## src/rtl/gen_counter_en_pkg.sv

```systemverilog
`default_nettype none
// ============================================================================
//  Module      : gen_counter_en_pkg
//  Description : Shared helpers for the clock-enable generator. Provides the
//                width function used to size the modulus counter.
//  Revision    : 1.0 - initial release
// ============================================================================
package gen_counter_en_pkg;

    // Bits needed to hold the values 0..n-1. The result is never less than 1,
    // so a modulus of 1 still gets a real (constant-zero) register.
    function automatic int cnt_width(input int n);
        int w;
        w = 0;
        while ((1 << w) < n) begin
            w = w + 1;
        end
        return (w < 1) ? 1 : w;
    endfunction

endpackage : gen_counter_en_pkg
`default_nettype wire

```

## src/rtl/gen_counter_en.sv

```systemverilog
`default_nettype none
// ============================================================================
//  Module      : gen_counter_en
//  Description : Free-running clock-enable generator. Divides clk by SIZE and
//                emits a registered single-cycle strobe once per period, for
//                downstream tick logic to qualify its state updates with.
//  Ports       : clk        - system clock, rising-edge active
//                rst        - asynchronous active-low reset
//                counter_en - registered strobe, high 1 cycle in every SIZE
//  Revision    : 1.0 - initial release
// ============================================================================
module gen_counter_en
    import gen_counter_en_pkg::*;
#(
    parameter int SIZE = 10
) (
    input  logic clk,
    input  logic rst,
    output logic counter_en
);

    localparam int            CW   = cnt_width(SIZE);
    localparam logic [CW-1:0] LAST = CW'(SIZE - 1);

    logic [CW-1:0] cnt_q;
    logic [CW-1:0] cnt_d;
    logic          en_q;
    logic          en_d;
    logic          w_wrap;

    // The wrap is an explicit compare against SIZE-1 rather than relying on
    // natural overflow, so encodings above SIZE-1 can never be entered.
    always_comb begin
        w_wrap = (cnt_q == LAST);
        cnt_d  = w_wrap ? '0 : cnt_q + CW'(1);
        en_d   = w_wrap;
    end

    always_ff @(posedge clk or negedge rst) begin
        if (!rst) begin
            cnt_q <= '0;
            en_q  <= 1'b0;
        end else begin
            cnt_q <= cnt_d;
            en_q  <= en_d;
        end
    end

    // Strobe comes straight from a flop; no combinational path from cnt_q.
    assign counter_en = en_q;

endmodule : gen_counter_en
`default_nettype wire

```

## config.mk

```make
export PLATFORM = sky130hd
export DESIGN_NAME = gen_counter_en
export DESIGN_NICKNAME = d
export VERILOG_FILES = /design/src/rtl/gen_counter_en_pkg.sv /design/src/rtl/gen_counter_en.sv
export SDC_FILE = /design/constraint.sdc
export NUM_CORES = 1
export LEC_CHECK = 0
export CAP_MARGIN = 0
export CORE_AREA = 2 2 39 41
export CTS_BUF_LIST = sky130_fd_sc_hd__clkbuf_8
export DETAILED_ROUTE_END_ITERATION = 7
export DIE_AREA = 0 0 41 43
export PLACE_DENSITY_LB_ADDON = 0.2
export SKIP_CTS_REPAIR_TIMING = 1
export SYNTH_ARGS = -nofsm -noshare
export SYNTH_HDL_FRONTEND = slang
export SYNTH_SLANG_ARGS = --single-unit
```

## constraint.sdc

```tcl
create_clock -name clk -period 1.2 [get_ports clk]
set_clock_uncertainty 0.05 [all_clocks]
set_input_delay 0.3 -clock clk [delete_from_list [all_inputs] [get_ports clk]]
set_output_delay 0.3 -clock clk [all_outputs]
set_load 0.02 [all_outputs]
```

======== Yosys cells after proc, flatten, opt, wreduce, memory -nomap -nowiden ========
Cells that the tools add are included.
storage, ports and cells
  register bits after elaboration ......... 5
  input port bits ......................... 2
  output and inout port bits .............. 1
  logic and storage cells ................. 5
operators by class
  add/subtract/negate cells ............... 1
  equality and inequality tests ........... 1
  multiplexer cells ....................... 1
operator list
  kind                                                           number
  4-bit by 1-bit adder with 4-bit output, second input constant  1
  4-bit == test, second input constant                           1
  4-bit 2-to-1 mux                                               1

======== Logic depth before layout (Yosys ltp) ========
Gate-level depths: netlist (run 1).
  word-level depth ........................ 2
  depth in mapped cells ................... 3
  depth with buffers taken out ............ 3

======== Worst setup path after synthesis (run 1) ========
Ideal clock, no wire load.
  kind .................................... reg-to-reg
  start point ............................. register cnt_q[3]
  end point ............................... register cnt_q[3]
  library setup time ...................... 126 ps
  arrival ................................. 838 ps
  data required time ...................... 1024 ps
  path slack .............................. 186 ps
  stages on the path, launching flop included .. 3
  buffers on the path ..................... 0
  clock period less this slack ............ 1014 ps
  cells stage by stage .................... dfrtp_1 nor2b_2 a221o_1
on the way
  word-level cells in the longest chain between the ends .. 2
  elaborated cells between the ends (all ways) .. 3
  classes of those cells .................. 1 x add/sub; 1 x eq/ne; 1 x mux
ends and longest elaborated chain
  item                                                                            line                                        source
  start, declared                                                                 gen_counter_en.sv:25                        logic [CW-1:0] cnt_q;
  start signal, assigned                                                          gen_counter_en.sv:44                        cnt_q <= cnt_d;
  4-bit by 1-bit adder with 4-bit output / 4-bit == test (equally long branches)  gen_counter_en.sv:35, gen_counter_en.sv:34
  4-bit 2-to-1 mux (*)                                                            gen_counter_en.sv:35                        cnt_d = w_wrap ? '0 : cnt_q + CW'(1);
  net cnt_d[3]                                                                    gen_counter_en.sv:26                        logic [CW-1:0] cnt_d;
The timed path passes the listed nets; every way through them passes the cells marked *.

======== Final worst setup path (run 1) ========
  start point ............................. register en_q (netlist: counter_en)
  end point ............................... output counter_en
RTL lines
  item                    line                  source
  start, declared         gen_counter_en.sv:27  logic en_q;
  start signal, assigned  gen_counter_en.sv:45  en_q <= en_d;
  end, declared           gen_counter_en.sv:19  output logic counter_en
No word-level cell between the ends.

==> results.md, run 1 <==
- Number of vias per cell: 3.474
- Leak Pwr: 0.1503 nW
- Top-area cell type share of the netlist area: 0.6369
- CP peak stage delay: around 350 ps
- Worst setup margin: approximately 82 ps
- Gpl congestion: ~0.74
- Pre-Repair DR Iteration Count: 4
- Synth-to-layout area growth: 44.59%
- Post-synth top cells: dfrtp_1 (5), inv_1 (2)
- Initial Utilization: 0.1420
- Chip height: 43 um
- Cell area power density: roughly 1700 mW/mm^2
- Fmax: 0.8948 GHz
- Hold Vio Cnt, Final: 0
- Via count: 132
- Clock slew seen by the registers of the worst setup and hold paths: roughly 40 ps
- Count leader, synth: dfrtp_1
- CP endpoint: counter_en
- Vias in the first global route: 133
- Root Buffer: clkbuf_8
- Grt ovf: 0
- Htree depth: 1
- CTS Sinks: 5
- Hold WC Path Type: in -> async
- Die Span X: between 40 and 50 um
- # diodes: 0
- Finish-stage setup viols: 0
- VDD IR max: 606.6 uV
- Worst path cell trace: dlymetal6s2s_1
- Initial antenna violation count: 0
- Fin crit period: 1118 ps
- Clock latency on the worst-skew pair: 220 ps
- Beginning of the worst register-to-register path: cnt_q[3]$_DFF_PN0_
- Crit start category: register
- Max-slew headroom: 0.8462
- Data arrival, critical path: 770 ps
- Cells after synthesis: 16
- Storage cell area: 125.1 sq um
- Post-synth ARST share: 1.000
- Nets: 25
- Average cell area after synthesis: 12.28 sq um
- CP required: 850 ps
- Setup TNS: 0 ps
- Critical path buffers and inverters: 1
- Io pins: 3
- Number of flops mapped to enable cells by yosys: 0
- ANT nets after route: 0
- Register bit total from synthesis: 5
- Worst flop-to-flop path endpoint: cnt_q[3]$_DFF_PN0_
- Slowest CP cell: dfrtp_1
- Final wirelength: 317 um
- Top routing layer in use: met3
- Setup crit end kind: output port
- Wire length on met2: 105 um
- CP delay by family, top: flip-flops
- Cells after DPL: 34
- CTS tree: yes
- Post-DP HPWL: 220.2 um
- First-pass GRT wire length: 565 um
- DR WL/cell: 8.342 um
- Largest net degree at the start of global routing: 7
- Total CTS buffers: 3
- Synth top area cells: dfrtp_1 (64%), mux2_2 (5.7%), a221o_1 (5.1%)
- DRC: 0
- Slack of the worst reg-to-reg path: 140 ps
- Final period util: 0.9313
- Result of the run: completed
- Critical path class: reg -> out
- Yosys warnings: 0
- Fraction of final layout cells sized beyond drive strength 1: 0.2273
- CTS Buffer Depth: 2
- Place WS: -56.07 ps
- Multi-input logic area: 63.81 sq um
- IO buf count: 2
- Crit-path max FO: 1
- Die area: 0.001763 sq mm
- Post-synth top area cell: dfrtp_1
- Ys flop type: dfrtp_1
- Cell variety after synth: 11
- Core area: 0.001384 sq mm
- Crit path launch: counter_en$_DFF_PN0_
- Max-cap viol count: 0
- Routed metal-1 wire length: about 160 um
- Register area share after synthesis: 0.6369
- Non-filler instance count after layout: 38
- # fillers: 145
- Site Rows: 14
- Total track usage: 0.05242
- Syn_nets: 18
- Iteration-0 DRC Markers: 6
- RSZ-0062 raised after global routing: no
- Post-Syn Area: 196.4 sq um
- Slew @ Worst Pin: 230.3 ps
- Metal3 WL: ~53 um
- Fin. max-slew vios: 0
- Worst path depth: 1
- R2R cell count: 2
per-layer routing:
metal	vias to the layer above	GRT usage
met5	-	0
met4	0	0.02000
met3	0	0.07330
met1	60	0.06515
met2	7	0.04688
li1	65	-
how the worst min path moves through the flow:
| stage | startpoint | to | slack, ps | cells past startpoint |
|---|---|---|---|---|
| floorplan | rst | cnt_q[0]$_DFF_PN0_ | -50 | 0 |
| global placement | cnt_q[0]$_DFF_PN0_ | cnt_q[0]$_DFF_PN0_ | 430 | 1 |
| detailed placement | cnt_q[0]$_DFF_PN0_ | cnt_q[0]$_DFF_PN0_ | 430 | 1 |
| CTS | rst | cnt_q[3]$_DFF_PN0_ | 250 | 1 |
| global route | rst | cnt_q[3]$_DFF_PN0_ | 280 | 1 |
| finish | rst | cnt_q[3]$_DFF_PN0_ | 250 | 1 |
sequential cells by signal (all words and copies together), names as in the netlist:
register    count
cnt_q           4
counter_en      1
kinds of logic (layout without fill, tap and decap cells):
logic type / count (synthesis) / after routing / share of synthesized area
simple gates: 5 / 5 / 0.1465
mux: 1 / 1 / 0.05732
buf+inv: 2 / 8 / 0.03823
xor+xnor: 1 / 1 / 0.04459
compound gates: 2 / 2 / 0.07641
flops: 5 / 5 / 0.6369
cell type report:
class | count | area share
Multi-Input combinational cell | 9 | 0.2247
Clock buffer | 3 | 0.1454
Sequential cell | 5 | 0.4405
Timing Repair Buffer | 2 | 0.07930
Tap cell | 16 | 0.07048
Inverter | 2 | 0.02643
Clock inverter | 1 | 0.01322
power breakdown:
| part | switching (mW) | internal (mW) | leakage (nW) |
|---|---|---|---|
| Combinational | 0.00306 | 0.00290 | 0.0623 |
| Clock | 0.0833 | 0.219 | 0.0269 |
| Sequential | 0 | 0.170 | 0.0611 |
cells in the final DEF, fill, tap and decap left out:
cell             instances
nor2b_2                  1
nor2_1                   1
nor3_1                   1
clkbuf_8                 3
dlymetal6s2s_1           1
xnor2_1                  1
nand2_1                  1
o21ai_1                  1
a221o_1                  1
nor3b_1                  1
dfrtp_1                  5
inv_1                    3
clkdlybuf4s50_1          1
mux2_2                   1
through the flow:
| step | hold WS [ps] | instance area [sq um] | power [mW] | utilization |
|---|---|---|---|---|
| after floorplan | -45.59 | 196.4 | 0.1717 | - |
| after global placement | 431.3 | 236.5 | 0.1782 | 0.1709 |
| after detailed placement | 433.0 | 236.5 | 0.1779 | 0.1709 |
| after CTS | 254.2 | 281.5 | 0.4892 | 0.2034 |
| after global routing | 280.0 | 284.0 | 0.4995 | 0.2052 |
| final | 248.9 | 284.0 | 0.4782 | 0.2052 |
Power figures use the tool's default switching activity.
==> inputs of run 2 (changes only) <==
--- a/config.mk
+++ b/config.mk
@@ -5,6 +5,7 @@
 export SDC_FILE = /design/constraint.sdc
 export NUM_CORES = 1
 export LEC_CHECK = 0
+export ABC_AREA = 1
 export CAP_MARGIN = 0
 export CORE_AREA = 2 2 39 41
 export CTS_BUF_LIST = sky130_fd_sc_hd__clkbuf_8
==> results.md, run 2 <==
- Critical path buffers and inverters: 1 (unchanged)
- Crit path launch: counter_en$_DFF_PN0_
- Gpl congestion: 0.7399 (+0.16%)
- Cell area power density: 1637 mW/mm^2 (-2.8%)
- Total track usage: 0.06680 (+0.01438)
- Post-synth top area cell: dfrtp_1
- Die Span X: 41 um (unchanged)
- Synth top area cells: dfrtp_1 (62%), nand2_1 (9.3%), inv_1 (7.5%)
- R2R cell count: 4 (+2)
- CP required: 850 ps (about the same)
- Post-Syn Area: 201.4 sq um (+2.5%)
- Post-DP HPWL: 249.7 um (+13%)
- Chip height: 43 um (unchanged)
- Setup TNS: 0 ps (unchanged)
- Clock slew seen by the registers of the worst setup and hold paths: 40 ps (about the same)
- Hold WC Path Type: in -> async
- CP endpoint: counter_en
- VDD IR max: 447.8 uV (-26%)
- Beginning of the worst register-to-register path: cnt_q[1]$_DFF_PN0_
- CTS Buffer Depth: 2 (unchanged)
- Result of the run: completed
- Register bit total from synthesis: 5 (unchanged)
- Most frequent cells in the layout: inv_1 (5), nand2_1 (5), dfrtp_1 (5)
- Hold Vio Cnt, Final: 0 (unchanged)
- Vias in the first global route: 162 (+22%)
- Synth-to-layout area growth: 43.48%
- ANT nets after route: 0 (unchanged)
- Total CTS buffers: 3 (unchanged)
- Core area: 0.001384 sq mm (unchanged)
- Nets: 30 (+20%)
- Final Hold Slack: 257.3 ps (+8.354 ps)
- Setup crit end kind: output port
- Iteration-0 DRC Markers: 0 (-6)
- Cells after synthesis: 21 (+5)
- IO buf count: 2 (unchanged)
- Worst flop-to-flop path endpoint: cnt_q[3]$_DFF_PN0_
- Finish-stage setup viols: 0 (unchanged)
- Multi-input logic area: 61.31 sq um (-3.9%)
- Post-synth top cells: dfrtp_1 (5), nand2_1 (5), inv_1 (4)
- Syn_nets: 23 (+5)
- # diodes: 0 (unchanged)
- Post-synth ARST share: 1.000 (unchanged)
- Number of vias per cell: 3.488 (+0.42%)
- Slew @ Worst Pin: 234.0 ps (+3.747 ps)
- Clock latency on the worst-skew pair: 220 ps (about the same)
- # fillers: 150 (+3.4%)
- CP delay by family, top: flip-flops
- CTS tree: yes
- Yosys warnings: 0 (unchanged)
- Initial antenna violation count: 0 (unchanged)
- DRC: 0 (unchanged)
- Initial Utilization: 0.1456 (+0.003617)
- Final wirelength: 352 um (+11%)
- Leak Pwr: 0.1680 nW (+12%)
- Slowest CP cell: dfrtp_1
- DR WL/cell: 8.186 um (-1.9%)
- Worst setup margin: 93.15 ps (+10.70 ps)
- Root Buffer: clkbuf_8
- Number of flops mapped to enable cells by yosys: 0 (unchanged)
- Worst path depth: 1 (unchanged)
- Critical path class: reg -> out
- Final core occ: 0.2089 (+0.003617)
- Fmax: 0.9035 GHz (+0.97%)
- Data arrival, critical path: 760 ps (about the same)
- Site Rows: 14 (unchanged)
- RSZ-0062 raised after global routing: no
- Crit-path max FO: 1 (unchanged)
- DP Area: 241.5 sq um (+2.1%)
- Largest net degree at the start of global routing: 8 (+1)
- Crit start category: register
- Non-filler instance count after layout: 43 (+13%)
- CTS Sinks: 5 (unchanged)
- Final period util: 0.9224 (-0.008916)
- Cell variety after synth: 8 (-3)
- Largest Register: cnt_q
- Overall power: 0.4731 mW (-1.1%)
- Die area: 0.001763 sq mm (unchanged)
- Place WS: -45.36 ps (+10.71 ps)
- Grt ovf: 0 (unchanged)
- Worst path cell trace: dlymetal6s2s_1
- Storage cell area: 125.1 sq um (unchanged)
- Pre-Repair DR Iteration Count: 1 (-3)
- Fin area: 289.0 sq um (+1.8%)
- CP peak stage delay: 340 ps (about the same)
- Ys flop type: dfrtp_1
- Htree depth: 1 (unchanged)
- First-pass GRT wire length: 648 um (+15%)
- Fin crit period: 1107 ps (-10.70 ps)
- Fraction of final layout cells sized beyond drive strength 1: 0.1852 (-0.04209)
- Io pins: 3 (unchanged)
- Max-cap viol count: 0 (unchanged)
- Max-slew headroom: 0.8435 (-0.002736)
- Max FFs per register: 4 (unchanged)
- Slack of the worst reg-to-reg path: 280 ps (+140 ps)
- Fin. max-slew vios: 0 (unchanged)
- Register area share after synthesis: 0.6211 (-0.01582)
- Via count: 150 (+14%)
- Top-area cell type share of the netlist area: 0.6211 (-0.01582)
- Cells after DPL: 39 (+15%)
- Average cell area after synthesis: 9.593 sq um (-22%)
run 2: cell count changes in the layout (fill, tap and decap cells not counted), sizes merged:
cell | previous run | this run
a221o | 1 | 0
inv | 3 | 5
mux2 | 1 | 0
nand2 | 1 | 5
nand3 | 0 | 2
nand4 | 0 | 1
nor2 | 1 | 2
nor2b | 1 | 0
nor3 | 1 | 0
nor3b | 1 | 0
xnor2 | 1 | 0
xor2 | 0 | 1
run 2: worst min path at each step:
stage | from | to | slack (ps) | cells after the start
6_report | rst | cnt_q[2]$_DFF_PN0_ | 260 | 1
5_1_grt | rst | cnt_q[2]$_DFF_PN0_ | 290 | 1
4_1_cts | rst | cnt_q[2]$_DFF_PN0_ | 260 | 1
3_5_place_dp | cnt_q[0]$_DFF_PN0_ | cnt_q[0]$_DFF_PN0_ | 490 | 1
3_3_place_gp | cnt_q[0]$_DFF_PN0_ | cnt_q[0]$_DFF_PN0_ | 480 | 1
2_1_floorplan | rst | cnt_q[0]$_DFF_PN0_ | -50 | 0
run 2: where the power goes:
group          switching, mW  internal [mW]
Sequential                 0          0.170
Clock                 0.0785          0.219
Combinational        0.00316        0.00290
Total                 0.0816          0.391
run 2: cell type report:
cell class	count	area share
sequential	5	0.4329
multi-input combinational	12	0.2121
clock buffer	3	0.1429
timing repair buffer	2	0.07792
tap	16	0.06926
inverter	4	0.05195
clock inverter	1	0.01299
run 2: cells by family (layout without fill, tap and decap cells):
logic type	after synthesis	count (layout)	share of synthesized area
xor gates and xnor gates	1	1	0.04349
AOI/OAI and AO/OA	1	1	0.02482
DFF	5	5	0.6211
buffers and inverters	4	10	0.07451
and+or+nand+nor	10	10	0.2360
run 2: metal layers:
metal  track usage  vias up  share of wire
li1              -       77              -
met1       0.06271       70           0.47
met2       0.07188        1           0.45
met3       0.03141        2          0.034
met4        0.1200        0          0.048
met5             0        -              0
